$ cat src/rtl/guest_board_rx.sv
// guest_board_rx: decodes checked SYNC/IDX/CODE/CHK packets from the UART byte stream into the
// 10x10 guest board and serves a registered read port for the display path.
module guest_board_rx #(
    parameter int         BOARD_SIZE     = 10,
    parameter logic [7:0] SYNC_BYTE      = 8'hA5,
    parameter int         TIMEOUT_CYCLES = 1_000_000
) (
    input  logic       clk,
    input  logic       rst,
    input  logic [7:0] rx_data,
    input  logic       rx_valid,
    input  logic       clear,
    input  logic [6:0] ship_xy_guest,
    output logic [1:0] ship_code_guest,
    output logic [6:0] ship_cells,
    output logic       pkt_ok,
    output logic       pkt_err,
    output logic       rx_busy
);
    localparam int NCELLS = BOARD_SIZE * BOARD_SIZE;
    localparam int CW     = TIMEOUT_CYCLES > 2 ? $clog2(TIMEOUT_CYCLES) : 1;

    typedef enum logic [2:0] {IDLE, GET_IDX, GET_CODE, GET_CHK, COMMIT} state_t;

    state_t                  state_q;
    logic [CW-1:0]           cnt_q;
    logic [7:0]              idx_q, code_q;
    logic [NCELLS-1:0][1:0]  board_q;
    logic [1:0]              rd_q;
    logic [6:0]              cells_q, cells_d;
    logic                    ok_q, err_q;
    logic                    pkt_valid, accept_sync, timeout;
    logic [1:0]              old_code;

    assign accept_sync = rx_valid && rx_data == SYNC_BYTE;
    assign timeout     = cnt_q == CW'(TIMEOUT_CYCLES - 1);
    assign pkt_valid   = rx_data == (SYNC_BYTE ^ idx_q ^ code_q) && idx_q < 8'(NCELLS) && code_q[7:2] == 6'd0;
    assign old_code    = board_q[idx_q[6:0]];
    // Occupancy only moves on empty<->occupied transitions, so it stays within 0..NCELLS.
    assign cells_d     = (old_code == 2'b00 && code_q[1:0] != 2'b00) ? cells_q + 7'd1 :
                         (old_code != 2'b00 && code_q[1:0] == 2'b00) ? cells_q - 7'd1 : cells_q;

    always_ff @(posedge clk or negedge rst) begin
        if (!rst) begin
            state_q <= IDLE;
            cnt_q   <= '0;
            idx_q   <= '0;
            code_q  <= '0;
            board_q <= '0;
            rd_q    <= 2'b00;
            cells_q <= '0;
            ok_q    <= 1'b0;
            err_q   <= 1'b0;
        end else begin
            ok_q  <= 1'b0;
            err_q <= 1'b0;
            // Sampled before any COMMIT write lands, giving read-before-write on a collision.
            rd_q  <= ship_xy_guest < 7'(NCELLS) ? board_q[ship_xy_guest] : 2'b00;
            if (clear) begin
                board_q <= '0;
                cells_q <= '0;
                state_q <= IDLE;
                cnt_q   <= '0;
            end else begin
                case (state_q)
                    IDLE, COMMIT: begin
                        if (state_q == COMMIT) begin
                            board_q[idx_q[6:0]] <= code_q[1:0];
                            cells_q             <= cells_d;
                        end
                        cnt_q   <= '0;
                        state_q <= accept_sync ? GET_IDX : IDLE;
                    end
                    default: begin
                        cnt_q <= (rx_valid || timeout) ? '0 : cnt_q + CW'(1);
                        if (rx_valid) begin
                            if (state_q == GET_IDX) begin
                                idx_q   <= rx_data;
                                state_q <= GET_CODE;
                            end else if (state_q == GET_CODE) begin
                                code_q  <= rx_data;
                                state_q <= GET_CHK;
                            end else begin
                                ok_q    <= pkt_valid;
                                err_q   <= !pkt_valid;
                                state_q <= pkt_valid ? COMMIT : IDLE;
                            end
                        end else if (timeout) begin
                            err_q   <= 1'b1;
                            state_q <= IDLE;
                        end
                    end
                endcase
            end
        end
    end

    assign ship_code_guest = rd_q;
    assign ship_cells      = cells_q;
    assign pkt_ok          = ok_q;
    assign pkt_err         = err_q;
    assign rx_busy         = state_q == GET_IDX || state_q == GET_CODE || state_q == GET_CHK;
endmodule
$ cat config.mk
export PLATFORM = sky130hd
export DESIGN_NAME = guest_board_rx
export DESIGN_NICKNAME = d
export VERILOG_FILES = /design/src/rtl/guest_board_rx.sv
export SDC_FILE = /design/constraint.sdc
export NUM_CORES = 1
export LEC_CHECK = 0
export BUFFER_PORTS_ARGS = -buffer_cell sky130_fd_sc_hd__buf_2
export CORE_ASPECT_RATIO = 0.9
export CORE_UTILIZATION = 50
export DETAILED_ROUTE_END_ITERATION = 8
export MAX_ROUTING_LAYER = met4
export PLACE_DENSITY_LB_ADDON = 0.2
export SKIP_LAST_GASP = 1
export SYNTH_ARGS = -nofsm -noshare
export SYNTH_HDL_FRONTEND = slang
export SYNTH_SLANG_ARGS = --single-unit
$ cat constraint.sdc
create_clock -name clk -period 5 [get_ports clk]
set_input_delay 0.75 -clock clk [delete_from_list [all_inputs] [get_ports clk]]
set_output_delay 0.75 -clock clk [all_outputs]
set_load 0.01 [all_outputs]
### After elaboration in Yosys (flattened, before gate mapping)

Index checks and enable logic that the tools add are counted.

| word-level totals | value |
|---|---|
| logic and storage cells | 191 |
| register bits | 250 |
| output and inout port bits | 12 |
| bits of input ports | 19 |

| cells by class | value |
|---|---|
| muxes and demuxes | 38 |
| add/subtract/negate cells | 3 |
| equal/unequal tests | 7 |
| order comparisons | 5 |
| reductions and logical operators | 25 |
| bitwise gates (word level) | 5 |

Operators with widths:

| kind | count |
|---|---|
| $mux W200 | 3 |
| $bwmux W200 | 1 |
| $mux W20 | 3 |
| $mux W7 | 5 |
| $bmux W2 S7 | 2 |
| $mux W3 | 7 |
| $add A20 B1 Y20 const B | 1 |
| $eq A20 B20 Y1 const B | 1 |
| $lt A7 B8 Y1 const B | 2 |
| $demux W2 S7 | 1 |
| $mux W1 | 12 |
| $eq A8 B8 Y1 | 1 |
| $eq A8 B8 Y1 const B | 1 |
| $lt A8 B7 Y1 const B | 1 |
| $mux W2 | 4 |
| $reduce_bool A2 Y1 | 4 |
| $xor A8 B8 Y8 | 1 |
| $add A7 B1 Y7 const B | 1 |
| $ge A7 B1 Y1 const B | 1 |
| $lt A7 B7 Y1 const B | 1 |
| $sub A7 B1 Y7 const B | 1 |
| $eq A3 B2 Y1 const B | 2 |
| $logic_and A1 B1 Y1 | 6 |
| $logic_not A6 Y1 | 1 |
| other kinds (15) | 20 |

### Longest topological paths before layout

Gate-level depths: netlist (run 1).

| depth | value |
|---|---|
| depth after elaboration | 11 |
| depth in mapped cells | 20 |
| gate-level depth less buffers | 16 |

### Worst setup path before layout (run 1)

OpenSTA, ideal clock, no wires.

| timing path | value |
|---|---|
| path kind | register to register |
| from | register idx_q[2] |
| to | register cells_q[6] (netlist: ship_cells[6]) |
| data arrival time | 3.857 ns |
| path slack | 1.018 ns |
| clock period less this slack | 3.982 ns |
| required time | 4.875 ns |
| cell stages (with the launch flop) | 19 |
| cells stage by stage | dfrtp_1 -> buf_6 -> buf_6 -> buf_2 -> mux4_2 -> mux2i_1 -> o22ai_1 -> o41ai_2 -> o311a_4 -> o21ai_0 -> fa_1 -> a21o_1 -> a21oi_1 -> nor2b_1 -> o21a_1 -> nor2_1 -> nand2_1 -> mux2i_1 -> mux2_2 |

| on the way | value |
|---|---|
| longest elaborated chain between the ends | 8 |
| elaborated cells on any way between the ends | 12 |
| classes of those cells | mux (6); reduce/logical (6) |

Ends and longest elaborated chain:

| item | RTL line | RTL |
|---|---|---|
| start, declared | 27 | `logic [7:0] idx_q, code_q;` |
| start signal, assigned | 78 | `idx_q <= rx_data;` |
| $bmux W2 S7 * | 38 | `assign old_code = board_q[idx_q[6:0]];` |
| $mux W2 (not written as such) * | 38 |  |
| $logic_not A2 Y1 | 40 | `assign cells_d = (old_code == 2'b00 && code_q[1:0] != 2'b00) ? cells_q + 7'd1 :` |
| $logic_and A1 B1 Y1 | 40 |  |
| $mux W7 | 40 |  |
| $mux W7 | 67 | `if (state_q == COMMIT) begin` |
| $mux W7 | 65 | `case (state_q)` |
| $mux W7 | 59 | `if (clear) begin` |
| end signal, assigned | 69 | `cells_q <= cells_d;` |
| end, declared | 30 | `logic [6:0] cells_q, cells_d;` |

Every way passes the cells marked *; elsewhere a longest branch is shown, timed or not. The select of a mux whose other input is x is not followed.
A chain may end at the register's enable or synchronous reset.

### Final worst setup path (run 1)

| timing path | value |
|---|---|
| from | register idx_q[0] |
| to | register cells_q[6] (netlist: ship_cells[6]) |

Same word-level chain as after synthesis.

==> results of run 1 <==
state kept, by name, summed over array words and instances (netlist names):
| register | flops |
|---|---|
| board_q | 200 |
| cnt_q | 20 |
| code_q | 8 |
| idx_q | 8 |
| ship_cells | 7 |
| state_q | 3 |
| ship_code_guest | 2 |
| pkt_err | 1 |
| pkt_ok | 1 |
cells by family after synthesis:
family / share of synthesized area, %
AOI/OAI and AO/OA: 14.3
buffers and inverters: 4.63
DFF: 42.4
and+or+nand+nor: 17.5
adders and majority gates: 0.645
muxes: 18.5
xor gates and xnor gates: 2.02
cells in the mapped netlist, types with 6 or more instances:
master	number	area, um2
clkbuf_1	103	387
nand2b_1	12	75.1
buf_1	10	37.5
inv_1	14	52.6
dfrtp_1	250	6260
a22o_1	9	78.8
nand3_1	123	616
mux2i_1	56	561
a21o_1	6	45.0
nor2b_1	17	106
nor4_1	9	56.3
mux4_2	78	1760
xnor2_1	22	193
nor3_1	14	70.1
mux2_2	26	293
ha_1	6	75.1
nand2_1	252	946
o21ai_0	95	475
a221oi_1	10	87.6
nor2_1	129	484
o22ai_1	6	37.5
a221o_1	7	70.1
o211ai_1	7	52.6
a21oi_1	182	911
buf_2	18	90.1
buf_6	7	78.8
nand4_1	7	43.8
xor2_1	12	105
cell type report:
type	count	area [um2]	share of cell area, %
Clock buffer	42	835	5.18
Multi-Input combinational cell	1155	7830	48.6
Inverter	14	52.6	0.326
Sequential cell	250	6270	38.9
Tap cell	396	495	3.07
Clock inverter	9	97.6	0.605
Timing Repair Buffer	78	542	3.36
per-layer routing:
| metal | vias up | routed length (um) |
|---|---|---|
| li1 | 5538 | - |
| met2 | 595 | 19100 |
| met4 | 0 | 1460 |
| met5 | - | 0 |
| met3 | 102 | 4180 |
| met1 | 6109 | 19600 |
final timing paths:
check / from / end / cells after the start
max: idx_q[0] / ship_cells[6] / 16
min in group clk: rx_valid / pkt_err / 2
max reg2reg: idx_q[0] / ship_cells[6] / 16
min reg2reg: cnt_q[0] / cnt_q[0] / 1
max in group asynchronous: rst / code_q[0] / 2
min: rst / cnt_q[6] / 1
power by group through the flow:
stage	clock, mW	sequential [mW]	combinational (mW)
finish	2.10	2.04	0.267
detailed placement	0	2.08	0.266
global placement	0	2.08	0.264
global route	2.21	2.04	0.290
floorplan	0	2.07	0.169
CTS	2.13	2.04	0.267
through the flow:
| step | std cells | total power [mW] | utilization, % |
|---|---|---|---|
| 3_3_place_gp | 1893 | 2.34 | 52.5 |
| 5_1_grt | 1944 | 4.55 | 55.7 |
| 6_report | 1944 | 4.41 | 55.7 |
| 4_1_cts | 1944 | 4.44 | 55.7 |
| 3_5_place_dp | 1893 | 2.35 | 52.5 |
| 2_1_floorplan | 1562 | 2.24 | - |
repair_timing:
action                     in CTS  in global routing
hold buffers                    0                  0
resized for setup               0                  4
setup endpoints to repair       0                  1
setup buffers                   0                  0
==> summary.md, run 1 <==
| Metric | Value |
|---|---|
| CP Data Required Time | `5440 ps` |
| Worst-case vdd ir drop | `between 0.0003 and 0.0004 V` |
| Wirelength, routed | `between 40000 and 50000 um` |
| Final ANT Viol Nets | `0` |
| Drt first pass iters | `6` |
| Final Wtd Congestion | `0.987` |
| WL per Instance | `about 23 um` |
| Port bufs | `30` |
| Vias/cell | `6.35` |
| Synth Cell Area | `14700 um2` |
| Most frequent cells in the layout | `nand2_1, dfrtp_1, a21oi_1` |
| Sum of buffers and inverters on the critical path | `1` |
| Initial core utilization | `51.0%` |
| Crit path launch type | `flop` |
| Setup crit end kind | `flop` |
| Share of layout cells above drive strength 1 | `16.4%` |
| Post-synth EDFFs | `0` |
| Final hold violations | `0` |
| Leakage | `6.31 nW` |
| Layout overhead on the synthesized area | `9.35%` |
| Slew @ Worst Pin | `1090 ps` |
| HPWL after DPL | `approximately 30000 um` |
| Post-synthesis sequential area ratio | `42.4%` |
| Net Sw Power | `approximately 1.1 mW` |
| Synth Flop Type | `dfrtp_1` |
| GR Util met2 | `43.6%` |
| H-tree levels | `1` |
| Max-cap viol count | `0` |
| Critical-path top delay cell | `dfrtp_2` |
| Max Clk Rate | `0.215 GHz` |
| DRC | `0` |
| WP data arrival | `5090 ps` |
| CTS buffer count | `28` |
| Clock sinks | `250` |
| HP Class | `input pin to asynchronous set/reset pin` |
| TritonCTS clock tree | `yes` |
| Hold_ws | `approximately 170 ps` |
| Cell Chain, Critical Path | `buf_4 > mux2_2 > a221oi_1 > a311oi_1 > o41ai_2 > o311a_4 > o21ai_1 > fa_1 > a21o_1 > a21oi_1 > nor2b_1 > o21a_1 > nor2_1 > nand2_1 > mux2i_1 > mux2_2` |
| Die footprint | `just over 30000 um2` |
| Cell row count | `59` |
| Worst Skew | `11.2 ps` |
| Power density over the cells | `274 nW/um2` |
| Setup slack after layout | `354 ps` |
| Placed Instance Area | `15200 um2` |
| Total GRT Usage | `31.0%` |
| Crit path top cell by count | `mux2_2` |
| Largest net degree at the start of global routing | `109` |
| Skew-Pair Late Insertion Delay | `560 ps` |
| CP peak stage delay | `~500 ps` |
| R2r setup slk | `about 350 ps` |
| Crit path max fanout | `15` |
| Clock group share of total power | `47.6%` |
| Syn_area_per_cell | `9.44 um2` |
| Sequential power share | `46.3%` |
| Vias | `roughly 12000` |
| Final #Nets | `1553` |
| Combinational group share of total power | `about 6.1%` |
| Die W | `183 um` |
| Final min period | `roughly 4600 ps` |
| Yosys cell types | `66` |
| P_int | `3.36 mW` |
| Post-synthesis instance total | `1562` |
| DP Worst Slack | `170 ps` |
| Final period util | `92.9%` |
| GR Util met1 | `44.6%` |
| Die H | `165 um` |
| Global routing's busiest layer | `met1` |
| Initial antenna violation count | `0` |
| Setup CP Type | `flop to flop` |
| Flops & latches, synth | `250` |
| Met3 Use GR | `6.55%` |
| Global route overflow | `0` |
| RSZ-0062 raised after global routing | `false` |
| I/O pin cnt | `31` |
| Filler instances | `roughly 2600` |
| CP delay by family, top | `compound AO/OA/AOI/OAI gates` |
| Leading cell type in the layout, fill and taps excluded | `nand2_1` |
| Rel. slew slack | `27.3%` |
| Ys Warns | `0` |
| Switching share of power | `between 20% and 30%` |
| Worst-path clk slew | `around 70 ps` |
| Iteration-0 DRC Markers | `1364` |
| Final instance area | `16100 um2` |
| Syn nets | `roughly 1600` |
| Final TNS setup | `0 ps` |
| Fraction of registers with async set/reset | `100%` |
| Core ar. | `28900 um2` |
| Global-route wire length before repair | `69400 um` |
| Status | `finished clean` |
| Antenna diodes | `0` |
| Vias in the first global route | `11700` |
| Clk buf depth | `3` |
| Pins over their slew limit | `0` |
| Clk root buf | `clkbuf_16` |
| Setup violators final | `0` |
No activity file was read; power rests on OpenSTA's default activity.
==> run 2: changes to the inputs <==
Settings changed: BUFFER_PORTS_ARGS -buffer_cell sky130_fd_sc_hd__buf_2 to unset, DONT_BUFFER_PORTS set to 1, PLACE_DENSITY set to 0.71, PLACE_DENSITY_LB_ADDON 0.2 to unset.
==> summary.md, run 2 (same netlist as run 1, synthesis figures left out) <==
| Metric | Value |
|---|---|
| WL per Instance | `about 22 um` |
| Setup violators final | `0` |
| Setup CP Type | `flop to flop` |
| Worst Skew | `16.4 ps` |
| Vias | `12300` |
| Most flop-heavy register | `board_q` |
| Power density over the cells | `278 nW/um2` |
| Die W | `183 um` |
| Crit path launch type | `flop` |
| Final min period | `4700 ps` |
| Post-route core utilization | `54.8%` |
| Clock sinks | `250` |
| Antenna diodes | `0` |
| HP Class | `input pin to asynchronous set/reset pin` |
| Cell Chain, Critical Path | `buf_12 > mux2_2 > a221o_1 > a221oi_1 > a311oi_2 > nor4b_2 > o311a_4 > o21ai_1 > fa_1 > a21o_1 > a21oi_1 > nor2b_1 > o21a_1 > nor2_1 > nand2_1 > mux2i_1 > mux2_2` |
| Worst-case vdd ir drop | `0.000291 V` |
| Clk buf depth | `3` |
| Initial core utilization | `51.0%` |
| H-tree levels | `1` |
| Switching share of power | `22.0%` |
| Total GRT Usage | `29.8%` |
| Regs by FF count | `board_q x200, cnt_q x20` |
| Crit path top cell by count | `mux2_2` |
| CP peak stage delay | `590 ps` |
| Final TNS setup | `0 ps` |
| CP Data Required Time | `5420 ps` |
| Setup crit end kind | `flop` |
| Largest net degree at the start of global routing | `around 250` |
| Max-cap viol count | `0` |
| Hold_ws | `-104 ps` |
| Final ANT Viol Nets | `0` |
| RSZ-0062 raised after global routing | `false` |
| HPWL after DPL | `27600 um` |
| Placed cell count | `roughly 1800` |
| Final #Nets | `1503` |
| DP Worst Slack | `254 ps` |
| DRC | `0` |
| Non-Filler Instances | `roughly 1900` |
| Drt first pass iters | `7` |
| Worst-path clk slew | `60 ps` |
| Layout overhead on the synthesized area | `7.64%` |
| CTS buffer count | `27` |
| Die footprint | `between 30000 and 40000 um2` |
| Clock group share of total power | `between 50% and 60%` |
| Max Clk Rate | `approximately 0.21 GHz` |
| Skew-Pair Late Insertion Delay | `550 ps` |
| Status | `finished with violations` |
| Leakage | `a little over 6 nW` |
| Rel. slew slack | `13.5%` |
| Sequential power share | `around 46%` |
| CP delay by family, top | `compound AO/OA/AOI/OAI gates` |
| Slew @ Worst Pin | `roughly 1300 ps` |
| P_int | `3.44 mW` |
| Leading cell type in the layout, fill and taps excluded | `nand2_1` |
| Pins over their slew limit | `0` |
| Final hold violations | `179` |
| Vias/cell | `6.50` |
| Net Sw Power | `between 0.9 and 1 mW` |
| Crit path max fanout | `27` |
| Max reg flops | `200` |
| Final period util | `94.0%` |
| Wirelength, routed | `42600 um` |
| Port bufs | `0` |
| Iteration-0 DRC Markers | `1529` |
| Cell row count | `59` |
| Clk root buf | `clkbuf_16` |
| Total power | `4.42 mW` |
| Core ar. | `28900 um2` |
| I/O pin cnt | `31` |
| Die H | `165 um` |
| Vias in the first global route | `11800` |
| Setup slack after layout | `about 300 ps` |
| Final Wtd Congestion | `0.984` |
| Most frequent cells in the layout | `nand2_1, dfrtp_1, a21oi_1` |
| Share of layout cells above drive strength 1 | `between 10 and 15%` |
| Initial antenna violation count | `0` |
| Global-route wire length before repair | `68000 um` |
| TritonCTS clock tree | `yes` |
| Sum of buffers and inverters on the critical path | `1` |
| Failing checks | `negative hold slack` |
| WP data arrival | `5120 ps` |
| Global route overflow | `0` |
| Combinational group share of total power | `3.4%` |
| Critical-path top delay cell | `dfrtp_2` |
-- run 2: per-layer routing --
layer / part of all wire (%) / global-route usage, %
met5: 0 / -
met4: 3.5 / 10.2
met3: 11 / 7.78
met2: 44 / 42.5
met1: 41 / 41.3
-- run 2: cell type report --
| type | count | area [um2] |
|---|---|---|
| clock buffers | 33 | 728 |
| clock inverters | 17 | 251 |
| fillers | 2515 | 13100 |
| inverters | 14 | 52.6 |
| multi-input cells | 1155 | 7820 |
| flip-flops and latches | 250 | 6270 |
| well taps | 396 | 495 |
| repair buffers | 29 | 255 |
-- run 2: power groups by stage --
stage          sequential, mW  combinational (mW)  clock (mW)
5_1_grt                  2.05               0.156        2.31
3_5_place_dp             2.08               0.145           0
6_report                 2.05               0.148        2.22
3_3_place_gp             2.08               0.142           0
2_1_floorplan            2.07               0.169           0
4_1_cts                  2.05               0.146        2.24
-- run 2: timing repair --
action / 4_1_cts / 5_1_grt
endpoints found under the setup margin: 0 / 1
endpoints found under the hold margin: 250 / 250
setup buffers: 0 / 0
gates resized for setup: 0 / 2
-- run 2: per-stage QoR --
step	instance area [um2]	hold slack, ps
after floorplan	14700	453
final	15900	-104
after detailed placement	14900	461
after CTS	15900	-114
after global placement	14900	459
after global routing	15900	-115
-- run 2: final timing paths --
path,cells after the start,slack [ps],start,to
max reg2reg,17,300,idx_q[2],ship_cells[6]
min reg2reg,1,480,cnt_q[0],cnt_q[0]
max in group asynchronous,0,4640,rst,board_q[143]
min in group clk,1,310,rx_valid,pkt_err
min,0,-100,rst,cnt_q[6]
max,17,300,idx_q[2],ship_cells[6]
